==> src/rtl/grid_pkg.sv <==
// Shared grid geometry, raster timing and colour constants for the grid driver and scanout.
package grid_pkg;
  localparam int GRID_ROWS  = 30;
  localparam int GRID_COLS  = 40;
  localparam int CELL_PX    = 8;
  localparam int GRID_CELLS = GRID_ROWS * GRID_COLS;
  localparam int H_ACTIVE   = GRID_COLS * CELL_PX;
  localparam int H_TOTAL    = 400;
  localparam int H_SYNC_POS = 360;
  localparam int V_ACTIVE   = GRID_ROWS * CELL_PX;
  localparam int V_TOTAL    = 262;
  localparam logic [23:0] ON_COLOR   = 24'hFFFFFF;
  localparam logic [23:0] OFF_COLOR  = 24'h000000;
  localparam logic [23:0] LINE_COLOR = 24'h404040;
endpackage

==> src/rtl/grid_scanout_video_timing_gen.sv <==
// Raster counters plus first-stage registered de/hs/vs and the once-per-frame snapshot strobe.
module video_timing_gen #(
  parameter int H_ACTIVE   = grid_pkg::H_ACTIVE,
  parameter int H_TOTAL    = grid_pkg::H_TOTAL,
  parameter int H_SYNC_POS = grid_pkg::H_SYNC_POS,
  parameter int V_ACTIVE   = grid_pkg::V_ACTIVE,
  parameter int V_TOTAL    = grid_pkg::V_TOTAL,
  localparam int HW = $clog2(H_TOTAL),
  localparam int VW = $clog2(V_TOTAL)
) (
  input  logic          clk,
  input  logic          rst_n,
  output logic [HW-1:0] o_h_cnt,
  output logic [VW-1:0] o_v_cnt,
  output logic          o_snap,
  output logic          o_de_p1,
  output logic          o_hs_p1,
  output logic          o_vs_p1,
  output logic          o_frame_tick
);
  import grid_pkg::*;

  logic [HW-1:0] r_h;
  logic [VW-1:0] r_v;
  logic          w_h_last;
  logic          w_v_last;

  assign w_h_last = (r_h == HW'(H_TOTAL - 1));
  assign w_v_last = (r_v == VW'(V_TOTAL - 1));
  assign o_snap   = w_h_last && w_v_last;
  assign o_h_cnt  = r_h;
  assign o_v_cnt  = r_v;

  always_ff @(posedge clk or negedge rst_n) begin
    if (!rst_n) begin
      r_h          <= '0;
      r_v          <= '0;
      o_de_p1      <= 1'b0;
      o_hs_p1      <= 1'b0;
      o_vs_p1      <= 1'b0;
      o_frame_tick <= 1'b0;
    end else begin
      r_h <= w_h_last ? '0 : r_h + 1'b1;
      if (w_h_last) r_v <= w_v_last ? '0 : r_v + 1'b1;
      // S1: raw sync/enable for the counter value of this cycle
      o_de_p1      <= (r_h < HW'(H_ACTIVE)) && (r_v < VW'(V_ACTIVE));
      o_hs_p1      <= (r_h == HW'(H_SYNC_POS));
      o_vs_p1      <= (r_h == '0) && (r_v == VW'(V_ACTIVE));
      o_frame_tick <= o_snap;
    end
  end
endmodule

==> src/rtl/grid_scanout.sv <==
// Grid-to-raster scanout: per-frame snapshot of grid_ram, 2-cycle index/colour pipeline.
// Optional cell outline overlay when GRID_SCANOUT_LINES_EN is defined. reset_n must be released synchronously to clk.
module grid_scanout #(
  parameter int GRID_ROWS  = grid_pkg::GRID_ROWS,
  parameter int GRID_COLS  = grid_pkg::GRID_COLS,
  parameter int CELL_PX    = grid_pkg::CELL_PX,
  parameter int H_TOTAL    = grid_pkg::H_TOTAL,
  parameter int H_SYNC_POS = grid_pkg::H_SYNC_POS,
  parameter int V_TOTAL    = grid_pkg::V_TOTAL,
  parameter logic [23:0] ON_COLOR  = grid_pkg::ON_COLOR,
  parameter logic [23:0] OFF_COLOR = grid_pkg::OFF_COLOR
) (
  input  logic                           clk,
  input  logic                           reset_n,
  input  logic [GRID_ROWS*GRID_COLS-1:0] grid_ram,
  output logic                           frame_tick,
  output logic [23:0]                    vid_rgb,
  output logic                           vid_hs,
  output logic                           vid_vs,
  output logic                           vid_de
);
  import grid_pkg::*;

  localparam int N_CELLS = GRID_ROWS * GRID_COLS;
  localparam int H_ACT   = GRID_COLS * CELL_PX;
  localparam int V_ACT   = GRID_ROWS * CELL_PX;
  localparam int IDX_W   = $clog2(N_CELLS);
  localparam int SH      = $clog2(CELL_PX);
  localparam int HW      = $clog2(H_TOTAL);
  localparam int VW      = $clog2(V_TOTAL);

  logic [HW-1:0]      w_h;
  logic [VW-1:0]      w_v;
  logic               w_snap;
  logic               w_de_p1;
  logic               w_hs_p1;
  logic               w_vs_p1;
  logic [31:0]        w_cell;
  logic [IDX_W-1:0]   r_idx_p1;
  logic [N_CELLS-1:0] r_frame_buf;
`ifdef GRID_SCANOUT_LINES_EN
  logic               r_line_p1;
`endif

  video_timing_gen #(
    .H_ACTIVE  (H_ACT),
    .H_TOTAL   (H_TOTAL),
    .H_SYNC_POS(H_SYNC_POS),
    .V_ACTIVE  (V_ACT),
    .V_TOTAL   (V_TOTAL)
  ) u_timing (
    .clk         (clk),
    .rst_n       (reset_n),
    .o_h_cnt     (w_h),
    .o_v_cnt     (w_v),
    .o_snap      (w_snap),
    .o_de_p1     (w_de_p1),
    .o_hs_p1     (w_hs_p1),
    .o_vs_p1     (w_vs_p1),
    .o_frame_tick(frame_tick)
  );

  assign w_cell = 32'(w_v >> SH) * 32'(GRID_COLS) + 32'(w_h >> SH);

  // S1: cell index, clamped so blanking positions never address past the grid
  always_ff @(posedge clk or negedge reset_n) begin
    if (!reset_n) begin
      r_idx_p1  <= '0;
`ifdef GRID_SCANOUT_LINES_EN
      r_line_p1 <= 1'b0;
`endif
    end else begin
      r_idx_p1  <= (w_cell < 32'(N_CELLS)) ? IDX_W'(w_cell) : '0;
`ifdef GRID_SCANOUT_LINES_EN
      r_line_p1 <= (w_h[SH-1:0] == '0) || (w_v[SH-1:0] == '0);
`endif
    end
  end

  // S2: snapshot buffer and registered video outputs
  always_ff @(posedge clk or negedge reset_n) begin
    if (!reset_n) begin
      r_frame_buf <= '0;
      vid_rgb     <= '0;
      vid_de      <= 1'b0;
      vid_hs      <= 1'b0;
      vid_vs      <= 1'b0;
    end else begin
      if (w_snap) r_frame_buf <= grid_ram;
      vid_de <= w_de_p1;
      vid_hs <= w_hs_p1;
      vid_vs <= w_vs_p1;
      if (!w_de_p1)
        vid_rgb <= '0;
`ifdef GRID_SCANOUT_LINES_EN
      else if (r_line_p1)
        vid_rgb <= LINE_COLOR;
`endif
      else
        vid_rgb <= r_frame_buf[r_idx_p1] ? ON_COLOR : OFF_COLOR;
    end
  end
endmodule
==> config.mk <==
export PLATFORM = sky130hd
export DESIGN_NAME = grid_scanout
export DESIGN_NICKNAME = d
export VERILOG_FILES = /design/src/rtl/grid_pkg.sv /design/src/rtl/grid_scanout_video_timing_gen.sv /design/src/rtl/grid_scanout.sv
export SDC_FILE = /design/constraint.sdc
export NUM_CORES = 2
export LEC_CHECK = 0
export CAP_MARGIN = 25
export CORE_AREA = 5 5 483 485
export CTS_BUF_LIST = sky130_fd_sc_hd__clkbuf_4
export CTS_CLUSTER_SIZE = 12
export DETAILED_ROUTE_END_ITERATION = 8
export DIE_AREA = 0 0 488 490
export GPL_TIMING_DRIVEN = 0
export PLACE_DENSITY = 0.56
export SYNTH_ARGS = -nofsm -noshare
export SYNTH_HDL_FRONTEND = slang
export SYNTH_SLANG_ARGS = --single-unit
==> constraint.sdc <==
create_clock -name clk -period 6.18 [get_ports clk]
set_input_delay 1.236 -clock clk [delete_from_list [all_inputs] [get_ports clk]]
set_output_delay 1.236 -clock clk [all_outputs]
set_load 0.01 [all_outputs]
# Word-level counts from Yosys, hierarchy flattened

Cells that the tools add are included.

Input bits: 1,202
Bits in registers: 1,260
Logic and storage cells: 35
Output and inout port bits: 28

$add $sub $neg: 3
Multipliers: 1
$lt $le $gt $ge: 4
Multiplexer cells: 7
Reduce and logical (&&, ||, !) cells: 4
Eq/ne operators: 4

Operators with widths:

| cell                                                                            | number |
|---|---|
| 24-bit two-way mux                                                              | 2 |
| 9-bit equality test (second input constant)                                     | 3 |
| 9-bit by 1-bit adder with 9-bit output (second input constant)                  | 2 |
| 9-bit two-way mux                                                               | 2 |
| 12-bit by 6-bit adder with 13-bit output                                        | 1 |
| 13-bit by 11-bit less-than comparator with 1-bit output (second input constant) | 1 |
| 11-bit by 12-bit less-than comparator with 1-bit output (second input constant) | 1 |
| 1-bit binary-select mux with 11-bit select                                      | 1 |
| 11-bit two-way mux                                                              | 1 |
| 9-bit by 8-bit equality test with 1-bit output (second input constant)          | 1 |
| 9-bit logical NOT                                                               | 1 |
| 9-bit by 8-bit less-than comparator with 1-bit output (second input constant)   | 1 |
| 9-bit less-than comparator (second input constant)                              | 1 |
| 6-bit by 3-bit multiplier with 9-bit output (second input constant)             | 1 |
| 1-bit logical AND                                                               | 3 |
| 1-bit two-way mux                                                               | 1 |

# Logic depth before layout (Yosys ltp)

Word-level depth: 4
Mapped depth: 13
Gate-level depth less buffers: 11

# By module

Synthesis repeated with hierarchy kept, for this count alone.

Cells, all modules: 3,561
Area total of the unflattened synthesis: 56,027.5 um^2

Modules (own cells, without submodules):

| module           | area each (um^2) | sequential area each (um^2) | cells each | times used |
|---|---|---|---|---|
| grid_scanout     | 54,938.9         | 30,404.2                    | 3,454      | 1 |
| video_timing_gen | 1,088.5          | 550.5                       | 107        | 1 |

# Least setup slack after synthesis

OpenSTA, ideal clock, no wires.

Kind: reg-to-reg
From: register u_timing.r_v[4], in the netlist u_timing.o_v_cnt[4]
To: register r_idx_p1[6]
Library setup time: 0.067 ns
Data arrival time: 2.681 ns
Path slack: 3.432 ns
Period minus slack after synthesis: 2.748 ns
Buffers on the path: 1
Stages on the path, launching flop included: 12
Required time: 6.113 ns
Cells stage by stage: dfrtp_1 ha_1 ha_1 inv_1 fa_1 nor2_1 nand2_1 a311oi_1 nor3_1 a311oi_1 clkbuf_1 and3_1

Word-level cells in the longest chain between the ends: 4

RTL lines:

| item                                                    | RTL line                            | text |
|---|---|---|
| start: declaration                                      | grid_scanout_video_timing_gen.sv:24 | `logic [VW-1:0] r_v;` |
| start signal: assignment                                | grid_scanout_video_timing_gen.sv:44 | `if (w_h_last) r_v <= w_v_last ? '0 : r_v + 1'b1;` |
| 6-bit by 3-bit multiplier with 9-bit output (*)         | grid_scanout.sv:63                  | `assign w_cell = 32'(w_v >> SH) * 32'(GRID_COLS) + 32'(w_h >> SH);` |
| 12-bit by 6-bit adder with 13-bit output (*)            | grid_scanout.sv:63                  |  |
| 13-bit by 11-bit less-than comparator with 1-bit output | grid_scanout.sv:73                  | `r_idx_p1 <= (w_cell < 32'(N_CELLS)) ? IDX_W'(w_cell) : '0;` |
| 11-bit two-way mux (*)                                  | grid_scanout.sv:73                  |  |
| end signal: assignment                                  | grid_scanout.sv:73                  |  |
| end: declaration                                        | grid_scanout.sv:39                  | `logic [IDX_W-1:0] r_idx_p1;` |

Mark *: on every way between the ends. The rest lies on a longest branch, timed or not.
A chain may end at the register's enable or synchronous reset.

# Worst setup path in the final report

From: register r_idx_p1[1]
To: register vid_rgb[22]

Word-level cells in the longest chain between the ends: 4

RTL lines:

| item                                       | RTL line            | text |
|---|---|---|
| 1-bit binary-select mux with 11-bit select | grid_scanout.sv:100 | `vid_rgb <= r_frame_buf[r_idx_p1] ? ON_COLOR : OFF_COLOR;` |
| 1-bit two-way mux (implied by the code)    | grid_scanout.sv:100 |  |
| 24-bit two-way mux                         | grid_scanout.sv:100 |  |
| 24-bit two-way mux                         | grid_scanout.sv:93  | `if (!w_de_p1)` |
| end signal: assignment                     | grid_scanout.sv:100 |  |
| end: declaration                           | grid_scanout.sv:17  | `output logic [23:0] vid_rgb,` |

Every way passes these cells. The select of a mux whose other input is x is not followed.

==> flow_summary_export.csv <==
group,metric,value,unit
run_status,status,"finished clean",
logic_synthesis,synthesis.instances,3497,
route,ant_nets,0,
placement,pre_cts_ws,673,ps
cells_and_area,ff_latch_area,31000,um^2
sta,fmax,0.188,GHz
logic_synthesis,synth_cell_types,70,
logic_synthesis,synth-edff-count,0,
die,die_area,239000,um^2
sta,maxSlewHeadroom,0.267,
logic_synthesis,netlist_area,56500,um^2
global_routing,grt_overflow,0,
clock_tree,cts_setup_buffers,0,
global_routing,grt_antenna_before_repair,161,
route,routedWlPerCell,34.4,um
clock_tree,clk_path_buf_depth,4,
critical_path,path_class,"flip-flop to flip-flop",
sta,tightest_slew,1070,ps
route,viasPerCell,4.72,
critical_path,path_buf_inv,4,
sta,worst_slack,872,ps
die,rows,176,
cells_and_area,fill_cells,22500,
logic_synthesis,yosys_warnings,0,
run,max_cap_violations,0,
logic_synthesis,syn_nets,4717,
logic_synthesis,avgSynthCellArea,16.1,um^2
sta,skew,105,ps
logic_synthesis,synthArstFlopShare,1.00,
clock_tree,cts.clk_slew.worst_paths,70,ps
clock_tree,cts_tree,"built",
global_routing,grt_max_degree,168,
clock_tree,clkSinkCount,1237,
critical_path,cpMostUsedCell,"buf_2",
critical_path,critPathSlowestCell,"buf_2",
route,drt-total-wl,292000,um
global_routing,grt_pass1_vias,43800,
clock_tree,numCtsBuffers,377,
placement,hpwl,230000,um
route,drcViolationCount,0,
sta,period_minus_slack,5310,ps
cells_and_area,multi_input_comb_area,23800,um^2
placement,portBuffers,1229,
sta,period_share,0.859,
cells_and_area,area_growth,38.0,%
logic_synthesis,synthFlopType,"dfrtp_1",
cells_and_area,drive_above_1_share,0.435,
critical_path,setup.worst_path.start_class,"flip-flop",
placement,placed_area,73200,um^2
critical_path,slowest_delay,720,ps
sta,hold_viol,0,
clock_tree,ctsResizeCount,0,
clock_tree,htreeDepth,5,
cells_and_area,utilization,0.341,
sta,setup_violations,0,
die,start_util,0.247,
sta,holdWs,368,ps
critical_path,crit_fanout,10,
route,vias,40200,
critical_path,path_cells,"buf_2 -> buf_2 -> buf_2 -> buf_2 -> mux4_2 -> a22oi_1 -> o21ai_0 -> a211oi_1 -> nand4_1 -> o211ai_1 -> nand3_2",
die,die_w,488,um
die,core,229000,um^2
power_and_ir_drop,peakVddDrop,145,uV
logic_synthesis,synth_seq_area_share,0.548,
critical_path,worstPathRequired,7280,ps
cells_and_area,final_area,77900,um^2
min_path,min-delay-path-class,"flip-flop to flip-flop",
logic_synthesis,synth-seq-cells,1237,
placement,gp_congestion,0.844,
power_and_ir_drop,p_leak,35.9,nW
die,fp.dieH,490,um
sta,slew_violations,0,
clock_tree,clock_latency,1370,ps
sta,rsz0062_at_grt,"false",
global_routing,grt.total_usage,0.238,
clock_tree,clock-root-buffer,"clkbuf_4",
die,ios,1230,
cells_and_area,final_nets,6360,
critical_path,crit_family,"buffers and inverters",
global_routing,grt_first_pass_wirelength,384000,um
power_and_ir_drop,p_per_area,218,nW/um^2
critical_path,endpoint_kind,"flip-flop",
route,dr.first_iter.drc_count,2175,
route,dr.pass1.iters,5,
sta,tns,0,ps
critical_path,cp.arrival,6410,ps
==> where the power goes <==
part / switching, mW / internal [mW]
combinational: 0.328 / 0.680
clock: 3.79 / 4.06
sequential: 0 / 8.10
==> cells in the final DEF, fill, tap and decap left out, drive strengths merged, types with 9 or more instances in the layout <==
cell,n
o21ai,36
inv,18
nand2,52
a221oi,25
ha,16
diode,79
mux2,1209
and2,14
a22oi,32
mux2i,83
clkinv,94
buf,257
nor2,25
clkbuf,573
nor2b,9
xnor2,9
mux4,300
nand3,18
dfrtp,1237
nor3,18
a21oi,29
clkdlybuf4s50,1228
==> flip-flops by register name, indices dropped and copies added, names as in the netlist <==
signal	count
u_timing.o_hs_p1	1
u_timing.o_v_cnt	9
vid_hs	1
r_frame_buf	1200
u_timing.o_vs_p1	1
r_idx_p1	11
u_timing.o_h_cnt	9
u_timing.o_de_p1	1
vid_vs	1
u_timing.o_frame_tick	1
vid_de	1
vid_rgb	1
==> what timing repair did <==
action | in CTS | in global routing
setup endpoints to repair | 0 | 0
hold buffers | 1 | 0
hold endpoints to repair | 104 | 0
==> synth_stat cells (7+ instances only) <==
master | count | area [um^2]
nand2_1 | 52 | 195
ha_1 | 16 | 200
mux4_2 | 288 | 6490
dfrtp_1 | 1237 | 31000
nand4_1 | 7 | 43.8
a31oi_1 | 7 | 43.8
o21ai_0 | 35 | 175
nor2b_1 | 9 | 56.3
buf_1 | 8 | 30.0
a221oi_1 | 22 | 193
buf_6 | 21 | 236
xor2_1 | 7 | 61.3
mux4_1 | 11 | 289
nor2_1 | 25 | 93.8
nand3_1 | 17 | 85.1
nor3_1 | 18 | 90.1
buf_4 | 28 | 210
mux2_2 | 1209 | 13600
and2_1 | 13 | 81.3
a21oi_1 | 29 | 145
clkbuf_4 | 7 | 52.6
clkbuf_1 | 30 | 113
inv_1 | 13 | 48.8
a22oi_1 | 32 | 240
mux2i_1 | 83 | 831
buf_8 | 12 | 180
buf_2 | 152 | 761
xnor2_1 | 9 | 78.8
==> layer usage <==
metal	wire length (um)	vias to the layer above	global-route usage
met1	118000	21000	0.289
li1	-	16800	-
met2	141000	1750	0.395
met4	9490	106	0.0816
met3	23600	529	0.0796
met5	663	-	0
==> worst paths after layout <==
path,startpoint,endpoint,slack [ps],depth (start not counted)
worst max-delay path,r_idx_p1[1],vid_rgb[22],870,11
worst min-delay path,u_timing.o_vs_p1,vid_vs,370,0
worst max register to register,r_idx_p1[1],vid_rgb[22],870,11
worst min register to register,u_timing.o_vs_p1,vid_vs,370,0
max in group asynchronous,reset_n,r_frame_buf[926],2590,6
min in group asynchronous,reset_n,r_frame_buf[1069],540,2
==> area by class of cell <==
cell class                      instances  area share
Sequential cell                      1237       0.397
Multi-Input combinational cell       1981       0.306
Timing Repair Buffer                 1264       0.166
Clock buffer                          533      0.0513
Tap cell                             3026      0.0486
Buffer                                262      0.0214
Clock inverter                        100     0.00644
Antenna cell                           79     0.00254
Inverter                               17    0.000819
==> metrics by stage <==
stage	instances	total power, mW
after floorplan	3497	8.26
after global placement	7752	9.29
after detailed placement	7786	9.27
after CTS	8420	17.3
after global routing	8463	17.7
final	8499	17.0
==> cell families after synthesis <==
family,after synthesis,share of synthesized area
AO/OA/AOI/OAI,182,0.0230
XOR/XNOR,16,0.00248
buffers and inverters,279,0.0302
AND/OR/NAND/NOR,173,0.0156
flip-flops,1237,0.548
adder cells (fa/ha/maj),18,0.00425
multiplexers,1592,0.376
Power figures use the tool's default switching activity.
